===== config.mk =====
export PLATFORM = sky130hd
export DESIGN_NAME = seg7_scan
export DESIGN_NICKNAME = d
export VERILOG_FILES = /design/src/rtl/seg7_pkg.sv /design/src/rtl/seg7_scan.sv
export SDC_FILE = /design/constraint.sdc
export NUM_CORES = 1
export LEC_CHECK = 0
export CORE_ASPECT_RATIO = 2
export CORE_MARGIN = 2
export CORE_UTILIZATION = 42
export CTS_BUF_LIST = sky130_fd_sc_hd__clkbuf_8
export CTS_CLUSTER_SIZE = 8
export DETAILED_ROUTE_END_ITERATION = 7
export PLACE_DENSITY = 0.74
export SLEW_MARGIN = 20
export SYNTH_ARGS = -nofsm -noshare
export SYNTH_HDL_FRONTEND = slang
export SYNTH_SLANG_ARGS = --single-unit
export TNS_END_PERCENT = 20

===== constraint.sdc =====
create_clock -name i_clock -period 2.5 [get_ports i_clock]
set_input_delay 0.375 -clock i_clock [delete_from_list [all_inputs] [get_ports i_clock]]
set_output_delay 0.375 -clock i_clock [all_outputs]
set_load 0.05 [all_outputs]

===== src/rtl/seg7_pkg.sv =====
// seg7_pkg: shared constants and FSM state type for the seven-segment scanner.
//   NUM_DIGITS - number of multiplexed digits
//   SEG_BLANK  - all segments off (active-low bus)
//   DIG_OFF    - all digit selects off (active-low)
//   state_t    - slot FSM state: BLANK gap, then SHOW
package seg7_pkg;

    localparam int         NUM_DIGITS = 8;
    localparam logic [7:0] SEG_BLANK  = 8'hFF;
    localparam logic [7:0] DIG_OFF    = 8'hFF;

    typedef enum logic {
        BLANK = 1'b0,
        SHOW  = 1'b1
    } state_t;

endpackage


===== src/rtl/seg7_scan.sv =====
// seg7_scan: time-multiplexed driver for an 8-digit common-anode display.
// Each digit gets a slot of SCAN_DIV cycles; the first BLANK_CYC cycles of a
// slot are dark to suppress ghosting, the remainder show the pattern that was
// captured when the slot entered SHOW.
//
// Ports:
//   i_clock       system clock, rising edge
//   i_reset       asynchronous active-high reset
//   i_seg_0..7    active-low segment patterns {a,b,c,d,e,f,g,dp}
//   i_digit_en    per-digit enable, low keeps that digit dark
//   o_seg_out     shared active-low segment bus (registered)
//   o_dig_sel     active-low digit selects, at most one low (registered)
//   o_scan_idx    digit index of the current slot
//   o_frame_tick  one-cycle pulse at the start of each new frame
module seg7_scan
    import seg7_pkg::*;
#(
    parameter int SCAN_DIV  = 50000,
    parameter int BLANK_CYC = 64
) (
    input  logic       i_clock,
    input  logic       i_reset,
    input  logic [7:0] i_seg_0,
    input  logic [7:0] i_seg_1,
    input  logic [7:0] i_seg_2,
    input  logic [7:0] i_seg_3,
    input  logic [7:0] i_seg_4,
    input  logic [7:0] i_seg_5,
    input  logic [7:0] i_seg_6,
    input  logic [7:0] i_seg_7,
    input  logic [7:0] i_digit_en,
    output logic [7:0] o_seg_out,
    output logic [7:0] o_dig_sel,
    output logic [2:0] o_scan_idx,
    output logic       o_frame_tick
);

    localparam logic [15:0] CNT_MAX  = 16'(SCAN_DIV - 1);
    localparam logic [15:0] BLANK_AT = 16'(BLANK_CYC);
    // Without blanking the slot FSM never leaves SHOW.
    localparam state_t      ST_RST   = (BLANK_CYC == 0) ? SHOW : BLANK;

    logic [15:0] r_cnt;
    logic [2:0]  r_idx;
    state_t      r_state;
    logic [7:0]  r_cap_seg;
    logic        r_cap_en;
    logic [7:0]  r_seg_out;
    logic [7:0]  r_dig_sel;
    logic        r_frame_tick;

    logic        w_wrap;
    logic [15:0] w_cnt_nxt;
    logic [2:0]  w_idx_nxt;
    state_t      w_state_nxt;
    logic        w_capture;
    logic [7:0]  w_segs [NUM_DIGITS];
    logic [7:0]  w_seg_in;
    logic        w_en_in;
    logic [7:0]  w_cap_seg_nxt;
    logic        w_cap_en_nxt;
    logic [7:0]  w_seg_nxt;
    logic [7:0]  w_dig_nxt;
    logic [7:0]  w_one;

    assign w_segs[0] = i_seg_0;
    assign w_segs[1] = i_seg_1;
    assign w_segs[2] = i_seg_2;
    assign w_segs[3] = i_seg_3;
    assign w_segs[4] = i_seg_4;
    assign w_segs[5] = i_seg_5;
    assign w_segs[6] = i_seg_6;
    assign w_segs[7] = i_seg_7;

    assign w_wrap    = (r_cnt == CNT_MAX);
    assign w_cnt_nxt = w_wrap ? 16'd0 : r_cnt + 16'd1;
    assign w_idx_nxt = w_wrap ? r_idx + 3'd1 : r_idx;

    // The mux follows the index of the slot being entered, so a capture on
    // the wrap edge (no blanking) already picks up the new digit.
    assign w_seg_in  = w_segs[w_idx_nxt];
    assign w_en_in   = i_digit_en[w_idx_nxt];

    // State register.
    always_ff @(posedge i_clock or posedge i_reset) begin
        if (i_reset) begin
            r_state <= ST_RST;
        end else begin
            r_state <= w_state_nxt;
        end
    end

    // Next-state logic.
    always_comb begin
        w_state_nxt = r_state;
        if (w_wrap) begin
            w_state_nxt = (BLANK_CYC == 0) ? SHOW : BLANK;
        end else if (r_state == BLANK && w_cnt_nxt == BLANK_AT) begin
            w_state_nxt = SHOW;
        end
    end

    // Output logic: computed from next-cycle values and then registered, so
    // the outputs visible at cnt = k reflect state(k) with no input-to-output
    // combinational path.
    always_comb begin
        w_capture     = (w_state_nxt == SHOW) && ((r_state == BLANK) || w_wrap);
        w_cap_seg_nxt = w_capture ? w_seg_in : r_cap_seg;
        w_cap_en_nxt  = w_capture ? w_en_in  : r_cap_en;
        w_one         = 8'd1;
        w_seg_nxt     = SEG_BLANK;
        w_dig_nxt     = DIG_OFF;
        if (w_state_nxt == SHOW) begin
            w_seg_nxt = w_cap_seg_nxt;
            if (w_cap_en_nxt) begin
                w_dig_nxt = ~(w_one << w_idx_nxt);
            end
        end
    end

    always_ff @(posedge i_clock or posedge i_reset) begin
        if (i_reset) begin
            r_cnt        <= 16'd0;
            r_idx        <= 3'd0;
            r_cap_seg    <= SEG_BLANK;
            r_cap_en     <= 1'b0;
            r_seg_out    <= SEG_BLANK;
            r_dig_sel    <= DIG_OFF;
            r_frame_tick <= 1'b0;
        end else begin
            r_cnt        <= w_cnt_nxt;
            r_idx        <= w_idx_nxt;
            r_cap_seg    <= w_cap_seg_nxt;
            r_cap_en     <= w_cap_en_nxt;
            r_seg_out    <= w_seg_nxt;
            r_dig_sel    <= w_dig_nxt;
            // Only a 7 -> 0 wrap starts a frame; the slot after reset does not.
            r_frame_tick <= w_wrap && (r_idx == 3'd7);
        end
    end

    assign o_seg_out    = r_seg_out;
    assign o_dig_sel    = r_dig_sel;
    assign o_scan_idx   = r_idx;
    assign o_frame_tick = r_frame_tick;

endmodule

==> flow_summary.yaml <==
route:
  drc_errors: 0
  dr.first_iter.drc_count: 234
  dr_wl_met3_um: 499
  viasPerCell: 6.20
  wl_um: 11600
  highest_layer: "met4"
  vias: 3709
  met1_length_um: 3810
  wl_met2_um: 6510
  drtPass1Iterations: 5
  drtAntennaViolNets: 0
  post_drt_wl_per_cell_um: 19.4
synth:
  synthAdderAreaFrac_pct: 1.07
  synth-compound-area-share_pct: 24.2
  synth_cell_types: 56
  ys_top_cells_by_count: "a21oi_1 (28), mux2i_1 (27), nand2_1 (25)"
  synth_top_flop_cell: "dfstp_2"
  yosysWarnings: 0
  synthSimpleGateAreaFrac_pct: 18.9
  synth_top_family_by_area: "compound AO/OA/AOI/OAI gates"
  synth_top_area_share_pct: 18.0
  ys_seq_elements: 46
  synth.largest_area_cell: "dfstp_2"
  synthMostInstantiatedCell: "a21oi_1"
  synth_xor_area_share_pct: 4.00
  syn_nets: 463
  syn_area_um2: 3510
  synthMuxAreaShare_pct: 11.2
  syn_area_per_cell_um2: 9.09
  syn_inst: 386
  synth_edf_count: 0
  yosys-top-cells-area: "dfstp_2 (18%), dfrtp_1 (16%), mux2i_1 (7.7%)"
  async_reset_ff_share_pct: 100
  seq_area_frac_synth_pct: 33.7
floorplanning:
  core-area_um2: 8170
  row_count: 47
  die_w_um: 68.6
  die_area_um2: 9140
  die_h_um: 133
  io_pins: 94
  initial_core_util_pct: 42.9
timing:
  fin_crit_ps: 2460
  finalHoldWorstSlack_ps: 472
  slew_headroom_pct: 62.2
  tightest_slew_ps: 567
  hold_viol: 0
  setup-violations-final: 0
  fin_crit_sh_pct: 98.3
  rsz0062_at_grt: "no"
  fmax_mhz: 407
  fin_skew_ps: 12.1
  setup_slack_ps: 43.7
  slew_viol_final: 0
layout:
  fin_area_um2: 4940
  antenna_cells: 0
  finalNonFillerCells: 598
  num-fill-cells: 740
  area_growth_pct: 40.9
  drive_gt1_share_pct: 22.6
  fin_nets: 576
global_routing:
  grt_pass1_vias: 3815
  grt_overflow: 0
  grt_first_pass_wirelength_um: 18200
  antenna_found_initial: 0
  grt_max_degree: 47
  grt_usage_pct: 26.8
worst_setup_path:
  reg2reg_depth: 9
  end_kind: "register"
  r2r_slack_ps: 40
  arrival_ps: 2660
  worstPathRequired_ps: 2710
  worstReg2RegStart: "r_cnt[7]$_DFF_PP0_"
  crit_fanout: 25
  startpoint_type: "register"
  worst-setup-path-type: "register to register"
  timing.rr.end: "o_seg_out[4]$_DFF_PP1_"
cts:
  htreeDepth: 2
  cts.sinks: 46
  clkLatencyLatePin_ps: 310
  cts_tree: "yes"
  cts_root_buffer: "clkbuf_8"
  cts_hold_buf: 0
  cts_buffers: 5
  cts_buffer_depth: 2
  clk_pin_slew_ps: 90
placed_design:
  place_area_um2: 4780
  pre_cts_slack_ps: -131
  port_buffers: 93
  place_inst: 589
  hpwl_um: 9060
  gp_congestion: 0.933
status:
  status: "complete, no violations"
power_and_ir_drop:
  total_leakage_power_nw: 1.97
  ir_worst_vdd_mv: 0.276
  p_per_area_nw_per_um2: 283
  finalPower_w: 0.00140
hold_path:
  hold_path.class: "register to register"
  hold_start: "r_cap_seg[2]$_DFF_PP1_"
  min_delay_worst_endpoint: "r_cap_seg[2]$_DFF_PP1_"
  min_delay_path_depth: 2
flow_run:
  drv_cap: 0
-- layout by cell type, fill, tap and decap left out, types with 16 or more instances in the layout --
cell | netlist | routed
a32oi_1 | 16 | 16
nor3_1 | 24 | 24
mux2i_1 | 27 | 27
clkdlybuf4s50_1 | 0 | 91
a21oi_1 | 28 | 28
buf_4 | 3 | 50
dfstp_2 | 24 | 24
nand2_1 | 25 | 25
dfrtp_1 | 22 | 22
inv_1 | 17 | 18
-- per-layer routing --
layer  global-route usage [%]  up-vias
met4                     19.1        0
li1                         -     1703
met5                        0        -
met2                     48.9      187
met1                     25.6     1767
met3                     3.04       52
-- metrics by stage --
stage          TNS [ps]  utilization (%)
3_3_place_gp       -155             58.5
6_report              0             60.5
5_1_grt               0             60.5
3_5_place_dp      -1220             58.5
4_1_cts               0             59.9
2_1_floorplan         0                -
-- sequential cells by signal (all words and copies together), names as in the netlist --
name,cells
o_dig_sel,8
o_frame_tick,1
o_scan_idx,3
o_seg_out,8
r_cap_en,1
r_cap_seg,8
r_cnt,16
r_state,1
-- repair_timing --
| action | CTS | global route |
|---|---|---|
| pin swaps | 1 | 2 |
| setup endpoints to repair | 16 | 18 |
| setup buffers | 1 | 0 |
| gates resized for setup | 7 | 10 |
-- logic make-up after synthesis --
group / after synthesis
AOI/OAI and AO/OA: 113
xor gates and xnor gates: 16
adders and majority gates: 3
buffers and inverters: 55
DFF: 46
muxes: 38
and+or+nand+nor: 115
-- final cells by class --
cell class	instances	area, um^2	area share [%]
inverters	17	63.8	1.29
repair buffers	144	1350	27.2
clock buffers	5	68.8	1.39
multi-input cells	285	2140	43.3
flip-flops and latches	46	1180	23.9
clock inverters	3	17.5	0.354
well taps	98	123	2.48
-- where the power goes --
| part | internal (W) | switching [W] |
|---|---|---|
| logic | 0.000125 | 0.0000669 |
| clock network | 0.000194 | 0.000266 |
| registers | 0.000746 | 0 |
-- worst max path at each step --
stage | start | to | slack (ps) | cells past startpoint
floorplan | r_cnt[0]$_DFF_PP0_ | r_cap_en$_DFF_PP0_ | 10 | 9
global placement | r_cnt[0]$_DFF_PP0_ | o_dig_sel[6]$_DFF_PP1_ | -60 | 9
detailed placement | r_cnt[0]$_DFF_PP0_ | o_dig_sel[6]$_DFF_PP1_ | -130 | 9
CTS | r_cnt[7]$_DFF_PP0_ | r_cap_seg[3]$_DFF_PP1_ | 10 | 9
global route | r_cnt[7]$_DFF_PP0_ | o_seg_out[7]$_DFF_PP1_ | 2 | 9
finish | r_cnt[7]$_DFF_PP0_ | o_seg_out[4]$_DFF_PP1_ | 40 | 9
-- worst max-delay path: stages, from the launching register on --
cell      delay [ps]
dfrtp_1          410
buf_4            160
nor4_4           310
buf_4            200
and4_1           270
buf_12           190
nor3_1            70
a211o_1          270
o22ai_1          290
o211ai_1         180
Power figures use the tool's default switching activity.
